**config.mk**
```make
export PLATFORM = sky130hd
export DESIGN_NAME = cve2_mem_arbiter
export DESIGN_NICKNAME = d
export VERILOG_FILES = /design/src/rtl/cve2_mem_arbiter.sv
export SDC_FILE = /design/constraint.sdc
export NUM_CORES = 1
export LEC_CHECK = 0
export ABC_AREA = 1
export ABC_CLOCK_PERIOD_IN_PS = 2400
export CAP_MARGIN = 0
export CELL_PAD_IN_SITES_DETAIL_PLACEMENT = 2
export CELL_PAD_IN_SITES_GLOBAL_PLACEMENT = 2
export CORE_AREA = 5 5 136 138
export CTS_CLUSTER_DIAMETER = 100
export DETAILED_ROUTE_END_ITERATION = 10
export DIE_AREA = 0 0 141 143
export PLACE_DENSITY_LB_ADDON = 0.1
export SLEW_MARGIN = 20
export SYNTH_ARGS = -nofsm -noshare
export SYNTH_HDL_FRONTEND = slang
export SYNTH_SLANG_ARGS = --single-unit
```
**constraint.sdc**
```tcl
create_clock -name clk_i -period 2.4 [get_ports clk_i]
set_input_delay 0.24 -clock clk_i [delete_from_list [all_inputs] [get_ports clk_i]]
set_output_delay 0.24 -clock clk_i [all_outputs]
set_load 0.01 [all_outputs]
```
**src/rtl/cve2_mem_arbiter.sv**
```systemverilog
// Two-port (instruction fetch / LSU) to single OBI host arbiter with an in-order response-ID queue.
// Optional round-robin arbitration is enabled by defining CVE2_ARB_RR_EN.
module cve2_mem_arbiter #(
  parameter int unsigned MaxOutstanding = 2,
  parameter int unsigned AddrWidth      = 32
) (
  input  logic                 clk_i,
  input  logic                 rst_i,

  input  logic                 instr_req_i,
  output logic                 instr_gnt_o,
  output logic                 instr_rvalid_o,
  input  logic [AddrWidth-1:0] instr_addr_i,
  output logic [31:0]          instr_rdata_o,
  output logic                 instr_err_o,

  input  logic                 data_req_i,
  output logic                 data_gnt_o,
  output logic                 data_rvalid_o,
  input  logic [AddrWidth-1:0] data_addr_i,
  input  logic                 data_we_i,
  input  logic [3:0]           data_be_i,
  input  logic [31:0]          data_wdata_i,
  output logic [31:0]          data_rdata_o,
  output logic                 data_err_o,

  output logic                 host_req_o,
  input  logic                 host_gnt_i,
  input  logic                 host_rvalid_i,
  output logic [AddrWidth-1:0] host_addr_o,
  output logic                 host_we_o,
  output logic [3:0]           host_be_o,
  output logic [31:0]          host_wdata_o,
  input  logic [31:0]          host_rdata_i,
  input  logic                 host_err_i,

  output logic                 unexp_rvalid_o
);

  localparam int unsigned CntW = $clog2(MaxOutstanding + 1);

  typedef enum logic {
    IDLE   = 1'b0,
    LOCKED = 1'b1
  } state_e;

  state_e                    state;
  state_e                    state_next;
  logic                      owner;
  logic [CntW-1:0]           cnt;
  logic [MaxOutstanding-1:0] id_q;
  logic [MaxOutstanding-1:0] id_next;
  logic [CntW-1:0]           wr_idx;

  logic sel;          // 0 = instr, 1 = data
  logic sel_req;
  logic prio_pick;    // winner when both ports request in IDLE
  logic full;
  logic req_out;
  logic handshake;
  logic pop;
  logic head;

`ifdef CVE2_ARB_RR_EN
  logic last_data;

  always_ff @(posedge clk_i) begin
    if (rst_i) begin
      last_data <= 1'b1;
    end else if (handshake) begin
      last_data <= sel;
    end
  end

  assign prio_pick = ~last_data;
`else
  assign prio_pick = 1'b1;
`endif

  assign full      = (cnt == CntW'(MaxOutstanding));
  assign sel_req   = sel ? data_req_i : instr_req_i;
  // Full blocks the request with no dependence on a same-cycle rvalid.
  assign req_out   = ~rst_i & ~full & sel_req;
  assign handshake = req_out & host_gnt_i;
  assign pop       = host_rvalid_i & (cnt != CntW'(0));
  assign head      = id_q[0];

  always_comb begin
    sel = 1'b0;
    if (state == LOCKED) begin
      sel = owner;
    end else if (data_req_i && instr_req_i) begin
      sel = prio_pick;
    end else begin
      sel = data_req_i;
    end
  end

  always_ff @(posedge clk_i) begin
    if (rst_i) begin
      state <= IDLE;
      owner <= 1'b0;
    end else begin
      state <= state_next;
      if (state == IDLE && state_next == LOCKED) begin
        owner <= sel;
      end
    end
  end

  always_comb begin
    state_next = state;
    case (state)
      IDLE: begin
        if (req_out && !host_gnt_i) begin
          state_next = LOCKED;
        end else begin
          state_next = IDLE;
        end
      end
      LOCKED: begin
        if (full) begin
          state_next = LOCKED;
        end else if (!sel_req || host_gnt_i) begin
          state_next = IDLE;
        end else begin
          state_next = LOCKED;
        end
      end
      default: state_next = IDLE;
    endcase
  end

  always_comb begin
    host_req_o     = req_out;
    instr_gnt_o    = handshake & ~sel;
    data_gnt_o     = handshake & sel;
    host_addr_o    = instr_addr_i;
    host_we_o      = 1'b0;
    host_be_o      = 4'hF;
    host_wdata_o   = 32'h0;
    if (sel) begin
      host_addr_o  = data_addr_i;
      host_we_o    = data_we_i;
      host_be_o    = data_be_i;
      host_wdata_o = data_wdata_i;
    end else begin
      host_addr_o  = instr_addr_i;
    end
    instr_rvalid_o = ~rst_i & pop & ~head;
    data_rvalid_o  = ~rst_i & pop & head;
    instr_rdata_o  = host_rdata_i;
    data_rdata_o   = host_rdata_i;
    instr_err_o    = instr_rvalid_o & host_err_i;
    data_err_o     = data_rvalid_o & host_err_i;
    unexp_rvalid_o = ~rst_i & host_rvalid_i & (cnt == CntW'(0));
  end

  // Head sits at bit 0; a pop shifts the queue down before the new ID is placed.
  always_comb begin
    id_next = pop ? (id_q >> 1) : id_q;
    wr_idx  = pop ? (cnt - CntW'(1)) : cnt;
    for (int i = 0; i < int'(MaxOutstanding); i++) begin
      if (handshake && wr_idx == CntW'(i)) begin
        id_next[i] = sel;
      end else begin
        id_next[i] = id_next[i];
      end
    end
  end

  always_ff @(posedge clk_i) begin
    if (rst_i) begin
      cnt  <= '0;
      id_q <= '0;
    end else begin
      id_q <= id_next;
      case ({handshake, pop})
        2'b10:   cnt <= cnt + CntW'(1);
        2'b01:   cnt <= cnt - CntW'(1);
        default: cnt <= cnt;
      endcase
    end
  end

endmodule

```
---- After elaboration in Yosys (flattened, before gate mapping) ----
Index checks and enable logic that the tools add are counted.
word-level totals
  flip-flop bits (word level) ............. 6
  input bits .............................. 140
  output and inout port bits .............. 141
  word-level logic and storage cells ...... 59
cells by class
  add/sub/neg operators ................... 2
  equal/unequal tests ..................... 4
  multiplexer cells ....................... 16
  bitwise gates (word level) .............. 18
  reduce and logical (&&, ||, !) cells .... 14
operators with widths
  kind                                                 count
  two-way mux 32 bit                                   2
  bitwise AND 1 bit                                    13
  two-way mux 1 bit                                    9
  nonzero test 2 bit                                   4
  logical AND 1 bit                                    5
  inverter 1 bit                                       5
  equality test 2 x 1 -> 1 bit, second input constant  2
  equality test 2 bit, second input constant           2
  zero test 2 bit                                      2
  two-way mux 2 bit                                    2
  two-way mux 4 bit                                    1
  case mux 2 bit (2 select lines)                      1
  adder 2 x 1 -> 2 bit, second input constant          1
  zero test 1 bit                                      2
  case mux 1 bit (2 select lines)                      1
  subtractor 2 x 1 -> 2 bit, second input constant     1
  logical OR 1 bit                                     1

---- Longest topological paths before layout ----
  depth after elaboration ................. 10
  depth in mapped cells ................... 11
  depth with buffers taken out ............ 11

---- Least setup slack after synthesis ----
Ideal clock, no wire load.
  path type ............................... register -> register
  start ................................... register cnt[0]
  end ..................................... register cnt[0]
  library setup time ...................... 0.126 ns
  data arrival time ....................... 1.581 ns
  path slack .............................. 0.693 ns
  cell stages (with the launch flop) ...... 10
  buffers on the path ..................... 0
  period minus slack after synthesis ...... 1.707 ns
  cells stage by stage .................... dfxtp_1 > inv_1 > ha_1 > nor2_1 > nand3_1 > nor2_2 > inv_1 > ha_1 > xor2_1 > nor2_1
between the ends
  word-level cells in the longest chain between the ends .. 7
  elaborated cells on any way between the ends .. 13
  those cells by class .................... 2 x add/sub; 3 x eq/ne; 1 x mux; 5 x bitwise; 2 x reduce/logical
RTL lines
  element                                                                RTL line  RTL
  from (decl)                                                            50        logic [CntW-1:0] cnt;
  from (signal assigned)                                                 179       2'b10: cnt <= cnt + CntW'(1);
  from (signal assigned)                                                 180       2'b01: cnt <= cnt - CntW'(1);
  from (signal assigned)                                                 181       default: cnt <= cnt;
  equality test 2 bit                                                    80        assign full = (cnt == CntW'(MaxOutstanding));
  inverter 1 bit                                                         83        assign req_out = ~rst_i & ~full & sel_req;
  bitwise AND 1 bit (2 in series)                                        83
  bitwise AND 1 bit                                                      84        assign handshake = req_out & host_gnt_i;
  equality test 2 x 1 -> 1 bit or equality test 2 bit (tied branches)    178       case ({handshake, pop})
  case mux 2 bit (2 select lines) or nonzero test 2 bit (tied branches)  n/a
Several ways; a longest one is shown, not always the timed one.
A chain may end at the register's enable or synchronous reset.

---- Final worst setup path ----
  start ................................... input data_req_i
  end ..................................... output host_be_o[3]
between the ends
  word-level cells in the longest chain between the ends .. 4
RTL lines
  element                RTL line  RTL
  from (decl)            17        input logic data_req_i,
  logical AND 1 bit      92        end else if (data_req_i && instr_req_i) begin
  two-way mux 1 bit (*)  92
  two-way mux 1 bit (*)  90        if (state == LOCKED) begin
  two-way mux 4 bit (*)  142       if (sel) begin
  to (decl)              32        output logic [3:0] host_be_o,
Mark *: on every way between the ends. The rest lies on a longest branch, timed or not.

==> results.cfg <==
[status]
status = completed

[yosys]
ys.warnings.count = 0
ys_types = 20
synth_area_leaders = buf_4 30%, nand2_1 25%, inv_1 11%
ys_seq_area_share_pct = 7.17
yosys-top-cells-count = 113 x nand2_1, 68 x buf_4, 48 x inv_1
synth_top_area_share_pct = 30.5
syn_inst = 321
synth_area_um2 = 1670
synth_most_common_cell = nand2_1
synthArstFlopShare_pct = 0
postSynthAreaPerCell_um2 = 5.22
synth_nets = 464
synth-edff-count = 0
yosysTopAreaCell = buf_4
synth_flop_cell = dfxtp_1
ys_ff_latch = 6

[route]
ant_nets = 0
vias = 2192
drc_errors = 0
drt_iter0_markers = 19
drt-wirelength-per-cell_um = 13.4
dr.pass1.iters = 4
vias_per_cell = 3.30
wl_mm = 8.91

[power]
p_per_area_nw_per_um2 = 618
internal_power_mw = 1.23
p_clk_share_pct = 13.0
switchingPower_mw = 0.883
combPwrFrac_pct = 79.6
static-leakage-power_nw = 1.60
vdd_ir_drop_max_mv = 0.204
power_mw = 2.11
swShare_pct = 41.9
seqPwrFrac_pct = 7.5

[sta]
max_slew_margin_pct = 80.8
fmax_ghz = 0.451
rsz0062_at_grt = false
setup_viol = 0
tns_ns = 0
fin_crit_ns = 2.22
tightest_slew_ns = 0.286
fin_skew_ns = 0.000824
hold_viol_final = 0
fin_crit_sh_pct = 92.4
fin_hold_ws_ns = 0.480
drv_slew = 0

[finish]
diodes = 0
fin_util_pct = 20.0
drive_gt1_share_pct = 4.33
final_cell_area_um2 = 3410
area_growth_pct = 104
fin_nets = 584

[floorplanning]
die_x_um = 141
coreArea_um2 = 17100
die_h_um = 143
start_util_pct = 9.82
rows = 48
die_area_um2 = 20200
io_pins = 281

[global_route]
use_met1_pct = 9.20
grt_use_met3_pct = 2.71
grt_max_degree = 42
grt_overflow_total = 0
grt_use_met2_pct = 15.2
track_usage_pct = 8.09
antenna_found_initial = 0
grt_pass1_vias = 2379
grt_pass1_wl_mm = 13.1
busiest_layer = met2

[critical_path]
slowest_stage = clkdlybuf4s50_1
crit_type = in -> out
max_stage_delay_ns = 0.49
startpoint_type = input port
critPathRequiredTime_ns = 2.16
crit_fanout = 41
cp.arrival_ns = 1.98
critical_path.cell_chain = clkdlybuf4s50_1 -> inv_1 -> nand2_1 -> nand2_4 -> buf_12 -> or2_2 -> clkdlybuf4s50_1
endpoint_kind = output port
timing.critical_path.mode_cell = clkdlybuf4s50_1

[clock_network]
clk_latency_ns = 0.23
cts_buffer_depth = 2
cts_root_buf = clkbuf_16
cts_num_sinks = 6
cts_tree = built
postCtsSetupBuffers = 0
cts_buffers = 3
htreeDepth = 1

[placed_design]
io_buffers = 184
dp_hpwl_mm = 7.63
place_area_um2 = 3330
place_congestion = 0.704

[flow_run]
drv_cap = 0

[hold_path]
min_path_type = in -> out
==> timing repair <==
action	CTS	global route
setup endpoints to repair	1	1
hold buffers	0	0
gates resized for setup	1	1
==> through the flow <==
stage                     setup WS [ns]  cells
after floorplan                   0.693    321
after global placement            0.140    661
after detailed placement          0.157    661
after CTS                       0.00777    664
after global routing             0.0336    664
final                             0.183    664
==> placed cells by master (no fill, tap or decap), drive strengths merged <==
cell type	netlist	final
a21oi	5	5
nor2	45	45
or2	5	5
o21ai	4	4
dfxtp	6	6
dlygate4sd2	0	1
xor2	2	2
buf	75	7
ha	3	3
nand2	114	114
nor3	2	2
nand3	7	7
clkdlybuf4s50	0	182
dlymetal6s2s	0	1
nor4	2	2
clkbuf	1	3
inv	50	50
==> state kept, by name, indices dropped and copies added, names as in the netlist <==
| signal | count |
|---|---|
| cnt | 2 |
| owner | 1 |
| id_q | 2 |
| state | 1 |
==> routing by layer <==
| metal | share of wire, % | up-vias |
|---|---|---|
| li1 | - | 1098 |
| met1 | 40 | 982 |
| met2 | 51 | 105 |
| met3 | 8.2 | 7 |
| met4 | 0.56 | 0 |
| met5 | 0 | - |
==> cell type report <==
type                    instances  area, µm²
fillers                      2049      13600
repair buffers                191       1950
multi-input cells             189        798
well taps                     225        282
inverters                      50        188
flip-flops and latches          6        120
clock buffers                   3       75.1
==> critical path: cells and delay by family <==
family	cells	cell delay (ns)
simple gates	3	0.48
buf+inv	4	1.23
==> power groups by stage <==
stage | Sequential [mW] | Clock (mW) | Combinational, mW
5_1_grt | 0.165 | 0.288 | 1.87
3_5_place_dp | 0.159 | 0 | 1.74
6_report | 0.157 | 0.273 | 1.68
4_1_cts | 0.158 | 0.282 | 1.75
3_3_place_gp | 0.159 | 0 | 1.72
2_1_floorplan | 0.152 | 0 | 0.874
==> worst paths after layout <==
kind,startpoint,to,slack [ns],cells past startpoint
worst max-delay path,data_req_i,host_be_o[3],0.18,7
worst min-delay path,host_rdata_i[3],data_rdata_o[3],0.48,0
worst max register to register,cnt[0],cnt[1],0.49,10
worst min register to register,owner,owner,0.49,2
==> kinds of logic after synthesis <==
| kind of cell | synth area share [%] |
|---|---|
| flip-flops | 7.18 |
| buffers and inverters | 45.1 |
| AND/OR/NAND/NOR | 41.7 |
| AO/OA/AOI/OAI | 2.69 |
| adder cells (fa/ha/maj) | 2.24 |
| XOR/XNOR | 1.05 |
Power figures use the tool's default switching activity.
